File: config.mk
export PLATFORM = sky130hd
export DESIGN_NAME = imem_loader_flat
export DESIGN_NICKNAME = d
export VERILOG_FILES = /design/src/rtl/imem_loader_pkg.sv /design/src/rtl/imem_loader_if.sv /design/src/rtl/imem_loader_ram.sv /design/src/rtl/imem_loader.sv /design/src/flat_wrapper.sv
export SDC_FILE = /design/constraint.sdc
export NUM_CORES = 1
export LEC_CHECK = 0
export ABC_CLOCK_PERIOD_IN_PS = 3300
export CAP_MARGIN = 15
export CORE_MARGIN = 3
export CORE_UTILIZATION = 45
export DETAILED_ROUTE_END_ITERATION = 8
export MAX_ROUTING_LAYER = met4
export SYNTH_ARGS = -nofsm -noshare
export SYNTH_HDL_FRONTEND = slang
export SYNTH_SLANG_ARGS = --single-unit
File: constraint.sdc
create_clock -name clk -period 3.3 [get_ports clk]
set_input_delay 0.495 -clock clk [delete_from_list [all_inputs] [get_ports clk]]
set_output_delay 0.495 -clock clk [all_outputs]
set_load 0.03 [all_outputs]
File: src/rtl/imem_loader_pkg.sv
// Shared widths and loader state encoding.
// Imported by the loader, its RAM and the PC/decoder.
package imem_loader_pkg;

  localparam int IMEM_AW = 6;
  localparam int IMEM_DW = 16;

  typedef enum logic {
    S_LOAD = 1'b0,
    S_RUN  = 1'b1
  } state_t;

endpackage

File: src/rtl/imem_loader_if.sv
// Host program-load stream.
// The host is the master; the loader is the slave.
interface imem_loader_if
  import imem_loader_pkg::*;
#(
  parameter int DW = IMEM_DW
);

  logic          ld_valid;
  logic [DW-1:0] ld_data;
  logic          ld_last;
  logic          ld_ready;

  modport master (
    output ld_valid,
    output ld_data,
    output ld_last,
    input  ld_ready
  );

  modport slave (
    input  ld_valid,
    input  ld_data,
    input  ld_last,
    output ld_ready
  );

endinterface

File: src/rtl/imem_loader_ram.sv
// Instruction RAM: one write port, one registered read port.
// A same-address read and write returns the old word.
module imem_loader_ram
  import imem_loader_pkg::*;
#(
  parameter int AW = IMEM_AW,
  parameter int DW = IMEM_DW
) (
  input  logic          clk,
  input  logic          rst_n,
  input  logic          we,
  input  logic [AW-1:0] waddr,
  input  logic [DW-1:0] wdata,
  input  logic [AW-1:0] raddr,
  output logic [DW-1:0] rdata
);

  logic [DW-1:0] mem [2**AW];

  always_ff @(posedge clk) begin
    if (we) mem[waddr] <= wdata;
  end

  // Contents survive reset; only the read register clears.
  always_ff @(posedge clk) begin
    if (!rst_n) rdata <= '0;
    else        rdata <= mem[raddr];
  end

endmodule

File: src/rtl/imem_loader.sv
// Instruction memory with host program loader.
// Holds the core in reset while a program streams in.
module imem_loader
  import imem_loader_pkg::*;
#(
  parameter int AW = IMEM_AW,
  parameter int DW = IMEM_DW
) (
  input  logic          clk,
  input  logic          rst_n,
  input  logic [AW-1:0] fetch_addr,
  output logic [DW-1:0] instr_out,
  output logic [AW-1:0] instr_pc,
  output logic          instr_valid,
  output logic          core_rst_n,
  imem_loader_if.slave  ld,
  input  logic          ld_reload,
  output logic [AW:0]   ld_count,
  output logic          ld_ovf
);

  localparam logic [AW:0]   FULL = {1'b1, {AW{1'b0}}};
  localparam logic [AW-1:0] WMAX = '1;

  state_t        state;
  state_t        state_nx;
  logic          accept;
  logic          reload_go;
  logic [AW-1:0] wptr;

  always_comb begin
    state_nx    = state;
    ld.ld_ready = 1'b0;
    accept      = 1'b0;
    reload_go   = 1'b0;
    unique case (state)
      S_LOAD: begin
        ld.ld_ready = 1'b1;
        accept      = ld.ld_valid;
        if (accept && ld.ld_last)
          state_nx = S_RUN;
      end
      S_RUN: begin
        reload_go = ld_reload;
        if (ld_reload)
          state_nx = S_LOAD;
      end
    endcase
  end

  always_ff @(posedge clk) begin
    if (!rst_n) begin
      state       <= S_LOAD;
      wptr        <= '0;
      ld_count    <= '0;
      ld_ovf      <= 1'b0;
      core_rst_n  <= 1'b0;
      instr_valid <= 1'b0;
      instr_pc    <= '0;
    end else begin
      state       <= state_nx;
      core_rst_n  <= (state == S_RUN) && !ld_reload;
      // Valid lags core_rst_n so the PC's first fetch is mem[0].
      instr_valid <= (state == S_RUN) && core_rst_n
                     && !ld_reload;
      instr_pc    <= fetch_addr;
      if (reload_go) begin
        wptr     <= '0;
        ld_count <= '0;
        ld_ovf   <= 1'b0;
      end else if (accept) begin
        wptr <= wptr + 1'b1;
        if (ld_count != FULL)
          ld_count <= ld_count + 1'b1;
        if (wptr == WMAX && !ld.ld_last)
          ld_ovf <= 1'b1;
      end
    end
  end

  imem_loader_ram #(
    .AW (AW),
    .DW (DW)
  ) u_ram (
    .clk   (clk),
    .rst_n (rst_n),
    .we    (accept),
    .waddr (wptr),
    .wdata (ld.ld_data),
    .raddr (fetch_addr),
    .rdata (instr_out)
  );

endmodule

File: src/flat_wrapper.sv
// flat-port wrapper written by rule: the top's interface ports become plain ports
module imem_loader_flat import imem_loader_pkg::*;
#(
  parameter int AW = IMEM_AW,
  parameter int DW = IMEM_DW
)
  (clk, rst_n, fetch_addr, instr_out, instr_pc, instr_valid, core_rst_n, ld_reload, ld_count, ld_ovf, ld_ld_valid, ld_ld_data, ld_ld_last, ld_ld_ready);
  imem_loader_if #(.DW(DW)) ld_i ();
  input  logic clk;
  input  logic rst_n;
  input  logic [AW-1:0] fetch_addr;
  output logic [DW-1:0] instr_out;
  output logic [AW-1:0] instr_pc;
  output logic instr_valid;
  output logic core_rst_n;
  input  logic ld_reload;
  output logic [AW:0] ld_count;
  output logic ld_ovf;
  input wire logic [$bits(ld_i.ld_valid)-1:0] ld_ld_valid;
  input wire logic [$bits(ld_i.ld_data)-1:0] ld_ld_data;
  input wire logic [$bits(ld_i.ld_last)-1:0] ld_ld_last;
  output wire logic [$bits(ld_i.ld_ready)-1:0] ld_ld_ready;
  assign ld_i.ld_valid = ld_ld_valid;
  assign ld_i.ld_data = ld_ld_data;
  assign ld_i.ld_last = ld_ld_last;
  assign ld_ld_ready = ld_i.ld_ready;
  imem_loader #(.AW(AW), .DW(DW)) u_core (.clk(clk), .rst_n(rst_n), .fetch_addr(fetch_addr), .instr_out(instr_out), .instr_pc(instr_pc), .instr_valid(instr_valid), .core_rst_n(core_rst_n), .ld(ld_i), .ld_reload(ld_reload), .ld_count(ld_count), .ld_ovf(ld_ovf));
endmodule
== Word-level counts from Yosys, hierarchy flattened ==
Memories as Yosys holds them, arrays and structs flattened. A register that Yosys moved wholly into a read port is not among the register bits.
Cells that the tools add are included.

* Bitwise logic cells: 2
* Mux-type cells: 8
* Reduce and logical (&&, ||, !) cells: 11
* Add/subtract/negate cells: 2
* Equality and inequality tests: 2

{| class="wikitable"
|+ Operator list
! cell !! count
|-
| $add A7 B1 Y7 const B || 1
|-
| $mux W1 || 7
|-
| $ne A7 B7 Y1 const B || 1
|-
| $add A6 B1 Y6 const B || 1
|-
| $eq A6 B6 Y1 const B || 1
|-
| $logic_and A1 B1 Y1 || 5
|-
| $reduce_and A2 Y1 || 2
|-
| $logic_not A1 Y1 || 3
|-
| $not A1 Y1 || 2
|-
| $pmux W1 S2 || 1
|-
| $reduce_or A2 Y1 || 1
|}

* Output and inout port bits: 33
* Memory bits (writable): 1,024
* Register bits: 23
* Memories kept: 1
* Input port bits: 27
* Logic and storage cells: 33

{| class="wikitable"
|+ Memories
! name !! depth !! width !! read ports !! clocked after memory_dff !! wr ports !! RTL line !! text
|-
| u_core.u_ram.mem || 64 || 16 || 1 || 1 || 1 || imem_loader_ram.sv:18 || <nowiki>logic [DW-1:0] mem [2**AW];</nowiki>
|}

== Depth between registers and ports, before layout ==
* Depth after elaboration: 3
* Gate-level depth with buffers: 10
* Depth with buffers taken out: 6

== Cells and area by module ==
Synthesis repeated with hierarchy kept, for this count alone.

* Cell total of the unflattened synthesis: 1,854
* Area, all modules: 40,662.7 µm²

{| class="wikitable"
|+ By module, submodules not included
! module !! cells each !! times used !! seq. area each (µm²) !! area each (µm²)
|-
| imem_loader_ram || 1,758 || 1 || 31,069.8 || 39,751.9
|-
| imem_loader || 96 || 1 || 460.4 || 910.9
|}

== Least setup slack after synthesis ==
No wires, ideal clock.

* Kind: in2reg
* Start: input ld_ld_valid
* End: memory u_core.u_ram.mem[49][0] (netlist bit) (enable)
* Arrival time: 2.419 ns
* Library setup time: 0.409 ns
* Setup slack: 0.471 ns
* Stages on the path: 6
* Cell sequence: nor2b_1 -> clkbuf_1 -> and2_1 -> clkbuf_1 -> nand2_1 -> nor3_1

* Word-level cells in the longest chain between the ends: 3

{| class="wikitable"
|+ RTL lines
! element !! RTL line !! text
|-
| start, declared || flat_wrapper.sv:19 || <nowiki>input wire logic [$bits(ld_i.ld_valid)-1:0] ld_ld_valid;</nowiki>
|-
| $mux W1 || imem_loader.sv:36 || <nowiki>unique case (state)</nowiki>
|-
| $mux W1 || imem_loader_ram.sv:21 || <nowiki>if (we) mem[waddr] <= wdata;</nowiki>
|-
| $mux W1 (implied by the code) || imem_loader_ram.sv:21 ||
|-
| end, declared || imem_loader_ram.sv:18 ||
|}

No other way between the ends.

== Final worst setup path ==
* Start: register u_core.u_ram.rdata[8], read port of u_core.u_ram.mem
* End: output instr_out[8]

{| class="wikitable"
|+ RTL lines
! element !! RTL line !! text
|-
| start, declared || imem_loader_ram.sv:15 || <nowiki>output logic [DW-1:0] rdata</nowiki>
|-
| end, declared || flat_wrapper.sv:12 || <nowiki>output logic [DW-1:0] instr_out;</nowiki>
|}

No word-level cell between the ends.

==> flow_summary.toml <==
[outcome]
outcome = "complete, no violations"

[logic_synthesis]
synth_area_mm2 = 0.0406
syn_avg_cell_area_um2 = 22.2
synth_top_area_frac = 0.757
synth_area_leaders = "edfxtp_1 76%, mux4_2 14%, dfxtp_1 1.9%"
seq_area_frac_synth = 0.777
synth_seq_cells = 1063
synth-edff-count = 1024
async_flop_share = 0
yosysWarningCount = 0
synthCells = 1832
synth_top_area_cell = "edfxtp_1"
synth_nets = 1862
yosysUniqueCellTypes = 52
synthFlopType = "edfxtp_1"

[sta]
finalHoldViolations = 0
finalCritPeriodShare = 0.720
max_freq_mhz = 421
skew_ps = 28.7
setup_tns_ps = 0
rsz0062_at_grt = "false"
tightest_slew_ps = 1140
min_period_ps = 2380
slew-limit-headroom = 0.243
slew_violations = 0
setup_viol = 0

[clocking]
post-cts-setup-buffer-count = 0
cts_buffers = 107
cts_buffer_depth = 3
insertion_delay_ps = 670
postCtsResizedCells = 0
cts_tree = "built"
cts.sinks = 1063
htree_levels = 3
clock-root-buffer = "clkbuf_16"
hold_buffers = 0
clkTransAtPathRegs_ps = 60

[setup_path]
cp.required_ps = 2800
worstSetupPathType = "reg -> out"
worstSetupStartpointType = "flip-flop"
max_stage_delay_ps = 730
crit_fanout = 1
cp-end-kind = "primary output"
slowest_stage = "clkdlybuf4s50_1"
path_cells = "clkdlybuf4s50_1"
cp_top_family = "buffers and inverters"
cp.arrival_ps = 1880
r2r_slack_ps = 1040
critPathBufInv = 1

[detailed_routing]
wire_per_inst_um = 30.4
dr_total_vias = 19800
remaining_drc_errors = 0
finalWirelength_mm = 101
viasPerCell = 5.93
drtAntennaViolNets = 0
drt_first_pass_iters = 7
dr.first_iter.drc_count = 2294

[grt]
grt_first_pass_wirelength_mm = 147
grt_overflow = 0
track_usage = 0.226
grt_max_degree = 65
antenna_found_initial = 3
grt_pass1_vias = 19900

[floorplanning]
die_w_um = 306
ios = 60
initial_utilization = 0.457
die_height_um = 306
dieArea_mm2 = 0.0939
core-area_mm2 = 0.0889
fp-row-count = 109

[pwr]
vdd.ir_drop.worst_uv = 409
power_leakage_nw = 15.2
switching_share = 0.208
pwr-share-comb = 0.052
seq_power_share = 0.517
internal_power_w = 0.0228
finalPower_w = 0.0288
clkPwrFrac = 0.430
power_density_mw_per_mm2 = 610
p_switching_w = 0.00600

[placed_design]
routabilityCongestion = 0.945
hpwl_mm = 65.0
portBuffers = 59

[flow_run]
drv_cap = 0

[min_path]
hp-class = "in -> reg"

[cells_and_area]
area_delta_synth_final_pct = 16.3
drive_above_1_share = 0.297
nNetsFinal = 2104
[area by class of cell]
| type | count | area [um2] |
|---|---|---|
| tap | 1165 | 1460 |
| sequential | 1063 | 31500 |
| fill | 6801 | 41700 |
| antenna | 1 | 2.50 |
| inverter | 6 | 22.5 |
| timing repair buffer | 235 | 2080 |
| clock buffer | 135 | 2930 |
| clock inverter | 67 | 712 |
| multi-input combinational | 661 | 8480 |
[cell usage after synthesis, drive strengths merged, types with 11 or more instances]
library cell	n
o21ai	17
mux2i	64
nand2	25
a21oi	22
a22o	12
a22oi	11
nor2	83
mux4	256
buf	71
a211oi	39
nand2b	16
nor2b	18
clkbuf	31
o22ai	32
edfxtp	1024
dfxtp	39
[per-layer routing]
layer / global-route usage / share of wire
met1: 0.327 / 0.43
met2: 0.333 / 0.47
met3: 0.0427 / 0.081
met4: 0.0619 / 0.025
met5: - / 0
[path summary, 6_finish.rpt]
path,start,endpoint,depth (start not counted)
worst max-delay path,u_core.u_ram.rdata[8]$_SDFF_PN0_,instr_out[8],1
worst min-delay path,ld_ld_data[13],u_core.u_ram.mem[51][13]$_DFFE_PP_,1
worst max register to register,u_core.wptr[1]$_SDFFE_PP0P_,u_core.u_ram.mem[19][1]$_DFFE_PP_,4
worst min register to register,u_core.core_rst_n$_SDFF_PN0_,u_core.instr_valid$_SDFF_PN0_,1
[per-stage QoR]
stage	instances	hold WS, ps	util	setup WS (ps)	area, um2
finish	3333	118	0.531	923	47200
global placement	3130	448	0.490	295	43600
floorplan	1832	526	-	471	40600
global route	3333	97.6	0.531	891	47200
CTS	3332	73.9	0.531	878	47200
detailed placement	3130	473	0.490	322	43600
[kinds of logic (layout without fill, tap and decap cells)]
| family | count (synthesis) | in the layout | synth area share |
|---|---|---|---|
| adders and majority gates | 3 | 3 | 0.000925 |
| DFF | 1063 | 1063 | 0.777 |
| other | 0 | 1 | 0 |
| and+or+nand+nor | 177 | 177 | 0.0211 |
| xor gates and xnor gates | 9 | 9 | 0.00194 |
| buffers and inverters | 108 | 443 | 0.0159 |
| muxes | 321 | 321 | 0.158 |
| AOI/OAI and AO/OA | 151 | 151 | 0.0254 |
[power by group through the flow]
stage	Combinational (W)	Sequential [W]	Clock, W
3_3_place_gp	0.00150	0.0152	0
5_1_grt	0.00160	0.0149	0.0132
3_5_place_dp	0.00153	0.0152	0
4_1_cts	0.00153	0.0149	0.0126
2_1_floorplan	0.000722	0.0152	0
6_report	0.00151	0.0149	0.0124
[state kept, by name, indices dropped and copies added (netlist names)]
name and count:
u_core.state 1, u_core.instr_valid 1, u_core.core_rst_n 1, u_core.u_ram.mem 1024, u_core.instr_pc 6, u_core.wptr 6
u_core.ld_count 7, u_core.ld_ovf 1, u_core.u_ram.rdata 16
[placed cells by master (no fill, tap or decap), drive strengths merged, types with 4 or more instances in the layout]
cell           count
dfxtp             39
nand2b            16
bufinv            14
a211oi            39
a21oi             22
nand2             25
inv                8
nor2b             18
o221ai             4
mux4             256
nor2              83
clkdlybuf4s50     40
xor2               5
xnor2              4
mux2i             64
clkinv            48
and2               9
o21ai             17
a22o              12
nand3              4
clkbuf           136
a22oi             11
buf              194
edfxtp          1024
o22ai             32
Power figures use the tool's default switching activity.
==> edit (same flow settings) <==
The package constant `IMEM_AW` goes from 6 to 5.
--- a/src/rtl/imem_loader_pkg.sv
+++ b/src/rtl/imem_loader_pkg.sv
@@ -4,3 +4,3 @@
 
-  localparam int IMEM_AW = 6;
+  localparam int IMEM_AW = 5;
   localparam int IMEM_DW = 16;
Interface: changed (resized fetch_addr, instr_pc and ld_count); port bits go from 60 to 57. The function was not compared with the original's and may differ.
==> edit against the unedited design <==
Design area down 48%. Via count down 46%. Clock skew down 0.0068 ns. Total power is 50% lower. Wire length fell by 52%. Setup slack improved by 0.063 ns. Critical path depth grew 4. Sequential cell count down 515. Largest cell class unchanged. Synthesized cell count shrank 40%. Area after synthesis decreased by 48%. Critical path type is now input pin to flop. Maximum frequency is 2.7% higher. Critical endpoint is now u_core.u_ram.rdata[2]. Utilization increased by 0.31 points.
==> edit: results (changes against the unedited design) <==
| Metric | Value |
|---|---|
| Outcome | `finished, final reports clean` |
| Dpl cell area | `0.0227 mm2 (-48%)` |
| CP delay by family, top | `simple AND/OR/NAND/NOR gates` |
| I/O Buffers | `56 (-5.1%)` |
| Top post-synthesis cells by count | `512 x edfxtp_1, 157 x mux2i_1, 68 x a22oi_1, 61 x nor2_1, 50 x mux4_2` |
| Hold crit path type | `flop to flop` |
| Hold endpoint | `u_core.instr_valid` |
| CP max FO | `16 (+15)` |
| Top flop regs | `u_core.u_ram.mem x512, u_core.u_ram.rdata x16, u_core.ld_count x6` |
| Register area | `0.0161 mm2 (-49%)` |
| RR Startpoint | `u_core.state` |
| Clk_lat worst skew | `0.60 ns (-0.07 ns)` |
| N_diodes | `0 (-1)` |
| First-pass GRT wire length | `71400 um (-51%)` |
| Seq area share | `65.8% (-0.94 points)` |
| DP Cell Count | `1777 (-43%)` |
| Multi-Input Combinational | `482 (-27%)` |
| Static leakage power | `0.00819 uW (-46%)` |
| Register area share after synthesis | `76.4% (-1.2 points)` |
| Reg2Reg Capture Point | `u_core.u_ram.mem[3][11]` |
| CTS buffer count | `55 (-49%)` |
| P_sw | `3070 uW (-49%)` |
| Seq_cells | `548 (-48%)` |
| Final clock-cell share | `7.16% (-0.55 points)` |
| DR WL/cell | `26.1 um (-14%)` |
| Total track usage | `20.3% (-2.3 points)` |
| Distinct cells, synth | `40 (-23%)` |
| Inverters, non-clock | `7 (+1)` |
| Final #Nets | `1267 (-40%)` |
| Antenna violations before repair | `1 (-2)` |
| Setup crit start | `fetch_addr[4]` |
| Num tapcells | `600 (-48%)` |
| M1 GR Usage | `29.4% (-3.3 points)` |
| Hold_sp | `u_core.core_rst_n` |
| Slew HR | `34.6% (+10 points)` |
| Largest cells by area after synthesis | `edfxtp_1 73%, mux2i_1 7.5%, mux4_2 5.3%` |
## edit: cells by family (layout without fill, tap and decap cells)
logic type      after synthesis  count (layout)  share of synthesized area (%)
xor+xnor                      8               8                          0.333
mux                         207             207                           12.8
compound gates              117             117                           4.09
fa+ha+maj                     7               7                          0.416
simple gates                143             143                           3.93
buf+inv                      69             249                           1.99
flops                       548             548                           76.4
## edit: worst max path at each step
| stage | to | depth (start not counted) | slack (ns) |
|---|---|---|---|
| after floorplan | u_core.u_ram.mem[12][0] | 4 | 0.95 |
| after global placement | u_core.u_ram.rdata[2] | 6 | 0.37 |
| after detailed placement | u_core.u_ram.rdata[2] | 6 | 0.35 |
| after CTS | u_core.u_ram.rdata[2] | 6 | 0.95 |
| after global routing | u_core.u_ram.rdata[2] | 5 | 0.82 |
| final | u_core.u_ram.rdata[2] | 5 | 0.99 |
## edit: routing by layer
layer  up-vias  part of all wire [%]
li1       4718                     -
met1      5447                    45
met2       370                    45
met3        75                   6.7
met4         0                   2.7
met5         -                     0
